### src/rtl/uart_mem_ctrl.sv
// UART-driven loader/dumper: 'L' streams bytes into imem, 'D' streams dmem out over tx, 'R' releases the CPU.
// Define UART_MEM_CTRL_CHECKSUM_EN to append an 8-bit sum of the loaded bytes after a completed load.
module uart_mem_ctrl #(
    parameter int IMEM_BYTE_ADDR_WIDTH = 6,
    parameter int DMEM_BYTE_ADDR_WIDTH = 6,
    parameter int WORD_BYTES           = 4,
    parameter int TIMEOUT_WIDTH        = 16,
    localparam int WB                  = $clog2(WORD_BYTES)
) (
    input  logic                               clk,
    input  logic                               rst_n,
    input  logic                               rx_valid,
    input  logic [7:0]                         rx_data,
    output logic                               tx_req,
    output logic [7:0]                         tx_data,
    input  logic                               tx_busy,
    output logic                               cpu_rst,
    output logic                               imem_ctrl,
    output logic                               imem_wr_en,
    output logic [IMEM_BYTE_ADDR_WIDTH-WB-1:0] imem_addr,
    output logic [WORD_BYTES-1:0]              imem_byte_en,
    output logic [8*WORD_BYTES-1:0]            imem_wr_data,
    output logic                               dmem_ctrl,
    output logic                               dmem_rd_en,
    output logic [DMEM_BYTE_ADDR_WIDTH-WB-1:0] dmem_addr,
    input  logic [8*WORD_BYTES-1:0]            dmem_rd_data
);

    localparam int IA = IMEM_BYTE_ADDR_WIDTH;
    localparam int DA = DMEM_BYTE_ADDR_WIDTH;
    localparam int AW = (IA > DA) ? IA : DA;
    localparam int LW = (WB > 0) ? WB : 1;

    typedef enum logic [2:0] {
        IDLE,
        LOAD,
        DUMP_RD,
        DUMP_CAP,
        DUMP_TX,
        DUMP_WAIT
`ifdef UART_MEM_CTRL_CHECKSUM_EN
        , CKSUM_TX
`endif
    } state_e;

    state_e                   state_q;
    logic [AW-1:0]            addr_q;
    logic [TIMEOUT_WIDTH-1:0] tmo_q;
    logic                     cpu_rst_q;
    logic                     tx_req_q;
    logic [7:0]               tx_data_q;
    logic                     skip_q;
`ifdef UART_MEM_CTRL_CHECKSUM_EN
    logic [7:0]               cksum_q;
`endif

    logic [LW-1:0] lane;
    logic [7:0]    rd_lane;
    logic          tmo_hit;
    logic          load_last;
    logic          dump_last;

    // A single-byte word has no lane bits, so the lane is tied to zero.
    if (WB > 0) begin : g_lane
        assign lane = addr_q[LW-1:0];
    end else begin : g_lane_none
        assign lane = '0;
    end

    assign rd_lane   = dmem_rd_data[8*lane +: 8];
    assign tmo_hit   = &tmo_q;
    assign load_last = &addr_q[IA-1:0];
    assign dump_last = &addr_q[DA-1:0];

    assign cpu_rst      = cpu_rst_q;
    assign tx_req       = tx_req_q;
    assign tx_data      = tx_data_q;
    assign imem_ctrl    = (state_q == LOAD);
    assign imem_wr_en   = (state_q == LOAD) && rx_valid && !tmo_hit;
    assign imem_addr    = addr_q[IA-1:WB];
    assign imem_byte_en = WORD_BYTES'(1) << lane;
    assign imem_wr_data = {WORD_BYTES{rx_data}};
    assign dmem_ctrl    = (state_q == DUMP_RD) || (state_q == DUMP_CAP) ||
                          (state_q == DUMP_TX) || (state_q == DUMP_WAIT);
    assign dmem_rd_en   = (state_q == DUMP_RD);
    assign dmem_addr    = addr_q[DA-1:WB];

    always_ff @(posedge clk or negedge rst_n) begin
        if (!rst_n) begin
            state_q   <= IDLE;
            addr_q    <= '0;
            tmo_q     <= '0;
            cpu_rst_q <= 1'b1;
            tx_req_q  <= 1'b0;
            tx_data_q <= 8'h00;
            skip_q    <= 1'b0;
`ifdef UART_MEM_CTRL_CHECKSUM_EN
            cksum_q   <= 8'h00;
`endif
        end else begin
            tx_req_q <= 1'b0;
            case (state_q)
                IDLE: begin
                    if (rx_valid) begin
                        case (rx_data)
                            8'h4C: begin
                                state_q   <= LOAD;
                                addr_q    <= '0;
                                tmo_q     <= '0;
                                cpu_rst_q <= 1'b1;
`ifdef UART_MEM_CTRL_CHECKSUM_EN
                                cksum_q   <= 8'h00;
`endif
                            end
                            8'h44: begin
                                state_q   <= DUMP_RD;
                                addr_q    <= '0;
                                cpu_rst_q <= 1'b1;
                            end
                            8'h52:   cpu_rst_q <= 1'b0;
                            default: ;
                        endcase
                    end
                end
                // Timeout wins over a coincident byte, so an aborted load never writes.
                LOAD: begin
                    if (tmo_hit) begin
                        state_q <= IDLE;
                        tmo_q   <= '0;
                    end else if (rx_valid) begin
                        tmo_q <= '0;
`ifdef UART_MEM_CTRL_CHECKSUM_EN
                        cksum_q <= cksum_q + rx_data;
`endif
                        if (load_last) begin
                            addr_q <= '0;
`ifdef UART_MEM_CTRL_CHECKSUM_EN
                            state_q <= CKSUM_TX;
`else
                            state_q <= IDLE;
`endif
                        end else begin
                            addr_q <= addr_q + 1'b1;
                        end
                    end else begin
                        tmo_q <= tmo_q + 1'b1;
                    end
                end
                DUMP_RD: state_q <= DUMP_CAP;
                DUMP_CAP: begin
                    tx_data_q <= rd_lane;
                    state_q   <= DUMP_TX;
                end
                DUMP_TX: begin
                    if (!tx_busy) begin
                        tx_req_q <= 1'b1;
                        skip_q   <= 1'b1;
                        state_q  <= DUMP_WAIT;
                    end
                end
                // The first wait cycle is skipped because busy only rises after the request is seen.
                DUMP_WAIT: begin
                    if (skip_q) begin
                        skip_q <= 1'b0;
                    end else if (!tx_busy) begin
                        if (dump_last) begin
                            addr_q  <= '0;
                            state_q <= IDLE;
                        end else begin
                            addr_q  <= addr_q + 1'b1;
                            state_q <= DUMP_RD;
                        end
                    end
                end
`ifdef UART_MEM_CTRL_CHECKSUM_EN
                CKSUM_TX: begin
                    if (!tx_busy) begin
                        tx_data_q <= cksum_q;
                        tx_req_q  <= 1'b1;
                        state_q   <= IDLE;
                    end
                end
`endif
                default: state_q <= IDLE;
            endcase
        end
    end

endmodule
### config.mk
export PLATFORM = sky130hd
export DESIGN_NAME = uart_mem_ctrl
export DESIGN_NICKNAME = d
export VERILOG_FILES = /design/src/rtl/uart_mem_ctrl.sv
export SDC_FILE = /design/constraint.sdc
export NUM_CORES = 1
export LEC_CHECK = 0
export ABC_AREA = 1
export BUFFER_PORTS_ARGS = -buffer_cell sky130_fd_sc_hd__buf_4
export CAP_MARGIN = 20
export CORE_MARGIN = 2
export CORE_UTILIZATION = 45
export DETAILED_ROUTE_END_ITERATION = 12
export HOLD_SLACK_MARGIN = 0.08
export PLACE_DENSITY = 0.72
export SETUP_SLACK_MARGIN = 0.1
export SYNTH_ARGS = -nofsm -noshare
export SYNTH_HDL_FRONTEND = slang
export SYNTH_SLANG_ARGS = --single-unit
### constraint.sdc
create_clock -name clk -period 3.7 [get_ports clk]
set_clock_uncertainty 0.1 [all_clocks]
set_input_delay 0.185 -clock clk [delete_from_list [all_inputs] [get_ports clk]]
set_output_delay 0.185 -clock clk [all_outputs]
set_load 0.1 [all_outputs]
# After elaboration in Yosys (flattened, before gate mapping)
# Cells that the tools add are included.
dict set report totals {
  reg_bits 36
  wordCells 77
  input_bits 44
}
dict set report op_classes {
  n_reduce_logical 19
  n_mux 28
  n_shift 2
  addsub 2
  eq_ne 19
}
# cell count
set op_table {}
lappend op_table {{two-way mux 16 bit} 4}
lappend op_table {{two-way mux 6 bit} 7}
lappend op_table {{case mux 16 bit (2 select lines)} 1}
lappend op_table {{variable part select 32 x 6 -> 8 bit} 1}
lappend op_table {{equality test 8 x 7 -> 1 bit (second input constant)} 3}
lappend op_table {{two-way mux 3 bit} 7}
lappend op_table {{case mux 3 bit (6 select lines)} 1}
lappend op_table {{case mux 6 bit (3 select lines)} 1}
lappend op_table {{adder 16 x 1 -> 16 bit (second input constant)} 1}
lappend op_table {{AND reduction 16 bit} 1}
lappend op_table {{!= test 2 bit (second input constant)} 7}
lappend op_table {{AND reduction 7 bit} 2}
lappend op_table {{adder 6 x 1 -> 6 bit (second input constant)} 1}
lappend op_table {{equality test 3 x 2 -> 1 bit (second input constant)} 2}
lappend op_table {{equality test 3 bit (second input constant)} 2}
lappend op_table {{!= test 3 x 1 -> 1 bit (second input constant)} 2}
lappend op_table {{case mux 3 bit (2 select lines)} 1}
lappend op_table {{AND reduction 3 bit} 2}
lappend op_table {{AND reduction 6 bit} 1}
lappend op_table {{nonzero test 2 bit} 3}
lappend op_table {{case mux 1 bit (2 select lines)} 2}
lappend op_table {{<< shifter 1 x 2 -> 4 bit (first input constant)} 1}
lappend op_table {{equality test 3 x 1 -> 1 bit (second input constant)} 1}
lappend op_table {{logical NOT 3 bit} 1}
lappend op_table {{10 further kinds} 15}

# Depth between registers and ports, before layout
# Gate-level depths: netlist of run 1.
dict set report depth {
  word_depth 5
  mapped_depth 11
}

# Worst setup path after synthesis of run 1
# Ideal clock, no wire load.
dict set report synth_timing {
  kind {register -> output}
  start {register state_q[1]}
  end {output imem_wr_en}
  path_buffers 0
  path_slack_ns 0.013
  path_stages_with_launch 6
  t_arrival_ns 3.402
  path_cell_list {dfrtp_1 inv_1 nand2_2 nor2_4 inv_1 nor3_1}
}
dict set report synth_via {
  elab_chain_cells 3
}
# element line_no
set synth_lines {}
lappend synth_lines {{start: declaration} 46} ;# state_e state_q;
lappend synth_lines {{start signal: assignment} 90} ;# state_q <= IDLE;
lappend synth_lines {{start signal: assignment} 107} ;# state_q <= LOAD;
lappend synth_lines {{start signal: assignment} 116} ;# state_q <= DUMP_RD;
lappend synth_lines {{equality test 3 x 1 -> 1 bit} n/a}
lappend synth_lines {{named net imem_ctrl} 18} ;# output logic imem_ctrl,
lappend synth_lines {{logical AND 1 bit (2 in a row)} 79} ;# assign imem_wr_en = (state_q == LOAD) && rx_valid && !tmo_hit;
lappend synth_lines {{end: declaration} 19} ;# output logic imem_wr_en,
# The timed path passes the listed nets, and every way through them passes these cells.

# Worst setup path in the final report of run 1
dict set report layout_timing {
  start {register addr_q[0]}
  end {output imem_byte_en[2]}
}
dict set report layout_via {
  elab_chain_cells 1
}
# element line_no
set layout_lines {}
lappend layout_lines {{start: declaration} 47} ;# logic [AW-1:0] addr_q;
lappend layout_lines {{start signal: assignment} 143} ;# addr_q <= addr_q + 1'b1;
lappend layout_lines {{start signal: assignment} 170} ;# addr_q <= addr_q + 1'b1;
lappend layout_lines {{<< shifter 1 x 2 -> 4 bit} 81} ;# assign imem_byte_en = WORD_BYTES'(1) << lane;
lappend layout_lines {{end: declaration} 21} ;# output logic [WORD_BYTES-1:0] imem_byte_en,
# Every way passes these cells.

==> reports/qor.yml, run 1 <==
route:
  antenna_left: 0
  wl_per_cell_um: 11.87
  dr.pass1.iters: 4
  dr_total_vias: 2522
  wl_um: 6244
  drc_errors: 0
  drt_iter0_markers: 71
  vias_per_cell: 4.795
final_layout:
  syn2layout_area_growth_pct: 23.61
  diodes: 0
  finalCoreUtilization: 0.5710
  layout_common_cells: "101 x buf_4, 83 x nor2_1, 72 x nand2_1"
  final_common_cell: "buf_4"
  final_area_um2: 3341
  drive_gt1_frac: 0.3126
  layout.nets: 499
synth:
  synth_cell_types: 31
  ys_ff_latch: 36
  synth_largest_area_cell: "dfrtp_1"
  syn_inst: 388
  netlist_area_um2: 2703
  synth-seq-area-share: 0.3338
  ys_warn_count: 0
  synth_nets: 437
  syn_area_per_cell_um2: 6.965
  yosysTopAreaCellShare: 0.3241
  synthTopCellsByArea: "dfrtp_1 32%, nor2_1 12%, buf_4 11%"
clock_tree:
  cts_root_buf: "clkbuf_8"
  worstSkewPairLatency_ns: 0.29
  hold_buffers: 2
  cts_tree: "yes"
  clock_sinks: 36
  cts_buffer_depth: 2
  cts_repair_resize_count: 0
  post_cts_buffers: 0
  htreeDepth: 2
  path_clk_slew_ns: 0.07
  numCtsBuffers: 5
global_routing:
  antenna_found_initial: 0
  grt_overflow: 0
  grt_max_degree: 37
  grt_pass1_vias: 2362
  grt.total_usage: 0.2003
  grt_first_pass_wirelength_um: 10360
setup_path:
  critPathMaxFanout: 21
  required_ns: 3.41
  critPathLaunchType: "flop"
  crit_arrival_ns: 2.04
  crit_path_end_kind: "output pin"
  worstRegToRegCells: 8
  critPathKind: "reg2out"
sta:
  finalWorstSetupSlack_ns: 1.373
  slew_headroom: 0.5641
  fin_crit_sh: 0.6289
  drv_slew: 0
  fmax_mhz: 429.7
  setup_viol: 0
  rsz0062_at_grt: "no"
  whs_ns: 0.08252
  period_minus_slack_ns: 2.327
  hold_viol: 0
  tns_ns: 0
  worstMarginPinSlew_ns: 0.6538
hold_path:
  hold_depth: 3
  hold_class: "in2reg"
floorplanning:
  die_y_um: 81.50
  die_area_um2: 6641
  die_w_um: 81.50
  boundaryPins: 102
  core_um2: 5851
  start_util: 0.4619
  row_count: 28
power:
  power_density_nw_per_um2: 524.6
  irDropWorstVdd_uv: 658.7
  power.leakage_uw: 0.001694
job:
  max_cap_viol_count: 0
placed_design:
  place_hpwl_um: 4785
  pre_cts_ws_ns: 1.703
  place.gp.congestion: 0.8704
  numPortBuffers: 101
  place_area_um2: 3194
outcome:
  status: "finished, final reports clean"
[kinds of logic after synthesis]
| kind of cell | after synthesis | synth area share |
|---|---|---|
| flops | 36 | 0.3338 |
| simple gates | 204 | 0.3250 |
| compound gates | 53 | 0.1190 |
| buf+inv | 87 | 0.1894 |
| fa+ha+maj | 5 | 0.02315 |
| xor+xnor | 3 | 0.009724 |
[where the power goes]
| part | switching (µW) | internal, µW |
|---|---|---|
| logic | 669 | 213 |
| registers | 61.9 | 424 |
| clock network | 147 | 238 |
| total | 877 | 875 |
[path summary, 6_finish.rpt]
path                                   from               to  slack [ns]
setup / recovery                  addr_q[0]  imem_byte_en[2]        1.37
max in group asynchronous             rst_n          cpu_rst        2.88
setup reg to reg                  addr_q[0]       state_q[0]        1.70
hold / removal             dmem_rd_data[31]       tx_data[7]        0.08
hold reg to reg                      skip_q           skip_q        0.40
min in group asynchronous             rst_n        tmo_q[13]        0.28
[flip-flops by register name, indices dropped and copies added (netlist names)]
register,count
addr_q,6
cpu_rst,1
skip_q,1
state_q,3
tmo_q,16
tx_data,8
tx_req,1
[stage by stage]
| stage | instances | total power (µW) |
|---|---|---|
| global placement | 516 | 1364 |
| finish | 526 | 1752 |
| floorplan | 388 | 1253 |
| detailed placement | 516 | 1375 |
| global route | 526 | 1858 |
| CTS | 526 | 1766 |
[cells in the mapped netlist (all sizes together)]
library cell,n
nand4,5
nor3,4
clkbuf,1
a21oi,12
dfrtp,35
dfstp,1
nand2,83
nand3,21
ha,5
o21ai,30
nor2,87
or2,2
xor2,3
nor4,1
buf,47
a21boi,1
clkinv,1
nand3b,1
a31oi,10
inv,38
[layout make-up]
class	instances	area [µm²]
sequential	36	902.1
multi-input combinational	265	1294
timing repair buffer	103	778.2
inverter	39	146.4
clock inverter	1	30.03
fill	562	2510
tap	75	93.84
clock buffer	7	96.34
[critical path: stages (launching register included)]
cell     delay, ns
dfrtp_1       0.76
inv_1         0.42
ha_1          0.33
buf_4         0.23
[metal layers]
metal,track usage,vias up,wire [µm]
met5,0,-,0
met4,0.05085,0,58
met3,0.05604,7,406
met2,0.3492,76,3056
met1,0.2432,1129,2723
li1,-,1310,-
Power figures use the tool's default switching activity.
==> run 2, diff against run 1 <==
--- a/config.mk
+++ b/config.mk
@@ -5,14 +5,14 @@
 export SDC_FILE = /design/constraint.sdc
 export NUM_CORES = 1
 export LEC_CHECK = 0
-export ABC_AREA = 1
+export ABC_AREA = 0
 export BUFFER_PORTS_ARGS = -buffer_cell sky130_fd_sc_hd__buf_4
 export CAP_MARGIN = 20
 export CORE_MARGIN = 2
 export CORE_UTILIZATION = 45
 export DETAILED_ROUTE_END_ITERATION = 12
 export HOLD_SLACK_MARGIN = 0.08
-export PLACE_DENSITY = 0.72
+export PLACE_DENSITY = 0.74
 export SETUP_SLACK_MARGIN = 0.1
 export SYNTH_ARGS = -nofsm -noshare
 export SYNTH_HDL_FRONTEND = slang
==> constraint.sdc (replaced) <==
create_clock -name clk -period 2.16 [get_ports clk]
set_clock_uncertainty 0.1 [all_clocks]
set_input_delay 0.108 -clock clk [delete_from_list [all_inputs] [get_ports clk]]
set_output_delay 0.108 -clock clk [all_outputs]
set_load 0.1 [all_outputs]
==> run 2 against run 1 <==
Effect of this change: register-to-register slack worse by 1.6 ns; utilization is 6.2 points higher; global-route usage is 0.65 points higher; sequential share of layout area is 0.40 points higher; synthesized area is 9.0% lower; highest routed layer unchanged; sequential power is 92% higher; worst hold slack better by 0.056 ns; critical path depth is 6 higher; cell count is 22% lower; first-iteration DRC count is 85% higher.
==> reports/qor.yml, run 2 <==
setup_path:
  r2r-start: "tmo_q[0]"  # was addr_q[0]
  path_delay_family: "buffers and inverters"  # was flip-flops
  critPathLaunchType: "flop"  # unchanged
  slowest_stage: "dfrtp_1"  # unchanged
  crit_chain: "ha_2 -> nand3_2 -> buf_4 -> o41ai_2 -> buf_4 -> buf_4 -> nor2_1 -> o21ai_0 -> o41ai_1"  # was inv_1 -> ha_1 -> buf_4
  critPathKind: "reg2reg"  # was reg2out
  crit_arrival_ns: 2.13  # was 2.04 ns
  required_ns: 2.23  # was 3.41 ns
  reg2reg_slack_ns: 0.10  # was 1.70 ns
  slowest_delay_ns: 0.42  # was 0.76 ns
  critPathBufInv: 3  # was 2
  worstRegToRegCells: 9  # was 8
  critPathMaxFanout: 11  # was 21
  path_common_cell: "buf_4"
  crit_path_end_kind: "flop"  # was output pin
  timing.rr.end: "tmo_q[7]"  # was state_q[0]
route:
  wl_per_cell_um: 14.63  # was 11.87 µm
  antenna_left: 0  # unchanged
  vias_per_cell: 5.384  # was 4.795
  drt_iter0_markers: 131  # was 71
  dr.pass1.iters: 4  # unchanged
  wl_um: 6012  # was 6244 µm
  dr_total_vias: 2213  # was 2522
  drc_errors: 0  # unchanged
synth:
  synth-seq-area-share: 0.3667  # was 0.3338
  ys_ff_latch: 36  # unchanged
  yosysTopAreaCellShare: 0.3561  # was 0.3241
  yosysMostFrequentCell: "buf_4"  # was nor2_1
  synthTopCellsByArea: "dfrtp_1 36%, buf_4 12%, mux4_2 7.3%"  # was dfrtp_1 32%, nor2_1 12%, buf_4 11%
  syn_inst: 259  # was 388
  synth-edff-count: 0  # unchanged
  synth_largest_area_cell: "dfrtp_1"  # unchanged
  async_reset_ff_frac: 1.000  # unchanged
  synth_commonest_cells: "40 x buf_4, 35 x dfrtp_1, 21 x nor2_1, 21 x o21ai_0, 13 x nand2_1"  # was 83 x nor2_1, 72 x nand2_1, 40 x buf_4
  synth_nets: 308  # was 437
  synth_flop_cell: "dfrtp_1"  # unchanged
  ys_warn_count: 0  # unchanged
  netlist_area_um2: 2460  # was 2703 µm²
  syn_area_per_cell_um2: 9.498  # was 6.965 µm²
  synth_cell_types: 46  # was 31
clock_tree:
  cts_tree: "yes"  # unchanged
  cts_buffer_depth: 2  # unchanged
  clock_sinks: 36  # unchanged
  htreeDepth: 2  # unchanged
  worstSkewPairLatency_ns: 0.29  # about the same
  numCtsBuffers: 5  # unchanged
  cts_root_buf: "clkbuf_8"  # unchanged
  path_clk_slew_ns: 0.07  # about the same
global_routing:
  grt_overflow: 0  # unchanged
  grt_pass1_vias: 2108  # was 2362
  grt_first_pass_wirelength_um: 10130  # was 10360 µm
  grt.total_usage: 0.2068  # was 0.2003
  antenna_found_initial: 0  # unchanged
  grt_max_degree: 37  # unchanged
final_layout:
  layout_common_cells: "120 x buf_4, 34 x dfrtp_1, 20 x nor2_1, 20 x o21ai_0"  # was 101 x buf_4, 83 x nor2_1, 72 x nand2_1
  finalCoreUtilization: 0.6334  # was 0.5710
  final_common_cell: "buf_4"  # unchanged
  layout.nets: 389  # was 499
  largest_reg_flops: 16  # unchanged
  diodes: 0  # unchanged
  stdcell_count: 411  # was 526
  n_fill_cell: 425  # was 562
  top_register: "tmo_q"  # unchanged
  syn2layout_area_growth_pct: 34.03  # was 23.61%
  drive_gt1_frac: 0.4780  # was 0.3126
floorplanning:
  die_w_um: 77.94  # was 81.50 µm
  die_y_um: 77.94  # was 81.50 µm
  start_util: 0.4726  # was 0.4619
  core_um2: 5205  # was 5851 µm²
  row_count: 26  # was 28
  die_area_um2: 6074  # was 6641 µm²
  boundaryPins: 102  # unchanged
placed_design:
  placed_cells_incl_taps: 395  # was 516
  numPortBuffers: 101  # unchanged
  place.gp.congestion: 0.8647  # was 0.8704
  place_hpwl_um: 4343  # was 4785 µm
sta:
  hold_viol: 0  # unchanged
  worstMarginPinSlew_ns: 0.4660  # was 0.6538 ns
  fin_crit_sh: 0.9535
  fmax_mhz: 485.5
  whs_ns: 0.1386  # was 0.08252 ns
  drv_slew: 0  # unchanged
  rsz0062_at_grt: "yes"  # was no
  slew_headroom: 0.6884  # was 0.5641
  period_minus_slack_ns: 2.060
  setup_viol: 0  # unchanged
hold_path:
  min_from: "rx_data[3]"  # was dmem_rd_data[31]
  holdPathEnd: "state_q[0]"  # was tx_data[7]
  hold_class: "in2reg"  # unchanged
  hold_depth: 5  # was 3
power:
  seqPwrFrac: 0.229  # was 0.277
  p_sw_uw: 2202  # was 877.0 µW
  power_density_nw_per_um2: 1238  # was 524.6 nW/µm²
  p_clk_frac: 0.144  # was 0.219
  comb_power_share: 0.627  # was 0.503
  p_int_uw: 1878  # was 875.4 µW
  irDropWorstVdd_uv: 881.4  # was 658.7 µV
  power.leakage_uw: 0.001533  # was 0.001694 µW
  sw_frac_of_total: 0.5397  # was 0.5005
job:
  max_cap_viol_count: 0  # unchanged
outcome:
  status: "finished, final reports clean"  # unchanged
## run 2: per-layer routing
layer | routed length [µm] | part of all wire | vias up | track usage
met5 | 0 | 0 | - | 0
met4 | 148 | 0.025 | 0 | 0.08772
met3 | 276 | 0.046 | 17 | 0.03837
met2 | 2997 | 0.50 | 71 | 0.3388
met1 | 2590 | 0.43 | 1057 | 0.2681
li1 | - | - | 1068 | -
## run 2: worst max-delay path by stage
| stage | slack [ns] | start | depth (start not counted) | end |
|---|---|---|---|---|
| 2_1_floorplan | -0.16 | state_q[2] | 4 | imem_wr_en |
| 3_3_place_gp | 0.23 | tmo_q[0] | 6 | addr_q[0] |
| 3_5_place_dp | 0.17 | tmo_q[0] | 6 | addr_q[5] |
| 4_1_cts | 0.13 | tmo_q[0] | 6 | imem_wr_en |
| 5_1_grt | -0.02 | tmo_q[0] | 9 | tmo_q[11] |
| 6_report | 0.10 | tmo_q[0] | 9 | tmo_q[7] |
## run 2: final cells by class
class                   instances  area (µm²)  share of cell area
clock buffers                   6       72.57             0.02201
flip-flops and latches         36       903.4              0.2740
repair buffers                124       942.2              0.2858
inverters                       8       30.03            0.009108
clock inverters                 2       35.03             0.01063
well taps                      70       87.58             0.02657
multi-input cells             165        1226              0.3719
## run 2: metrics by stage
| stage | area [µm²] | power [µW] | worst slack (ns) | TNS, ns |
|---|---|---|---|---|
| 6_report | 3297 | 4080 | 0.1004 | 0 |
| 4_1_cts | 3234 | 4046 | 0.1342 | 0 |
| 5_1_grt | 3297 | 4269 | -0.01652 | -0.01652 |
| 3_3_place_gp | 3082 | 3416 | 0.2251 | 0 |
| 2_1_floorplan | 2470 | 2922 | -0.1574 | -0.2880 |
| 3_5_place_dp | 3082 | 3451 | 0.1715 | 0 |
## run 2: what timing repair did
action                                 CTS  global route
setup buffers                            0             5
endpoints found under the hold margin   40             0
setup endpoints to repair                1            11
hold buffers                             3             0
cloned                                   0             0
pin swaps                                0             1
resized for setup                        2             8
## run 2: logic make-up (layout without fill, tap and decap cells)
logic type / Yosys count / count (layout) / share of synthesized area
AOI/OAI and AO/OA: 63 / 63 / 0.1638
and+or+nand+nor: 78 / 78 / 0.1704
DFF: 36 / 36 / 0.3667
adders and majority gates: 5 / 5 / 0.02543
muxes: 16 / 16 / 0.1099
xor gates and xnor gates: 3 / 3 / 0.01068
buffers and inverters: 58 / 140 / 0.1531
## run 2: worst min-delay path, delay by kind of cell
kind | cells | cell delay [ns]
buf+inv | 2 | 0.21
simple gates | 2 | 0.12
compound gates | 1 | 0.06
## run 2: power by group through the flow
stage	combinational [µW]	clock, µW	sequential (µW)
after floorplan	1440	0	1480
after global placement	2490	0	930
after detailed placement	2510	0	940
after CTS	2520	600	927
after global routing	2690	627	953
final	2560	586	934
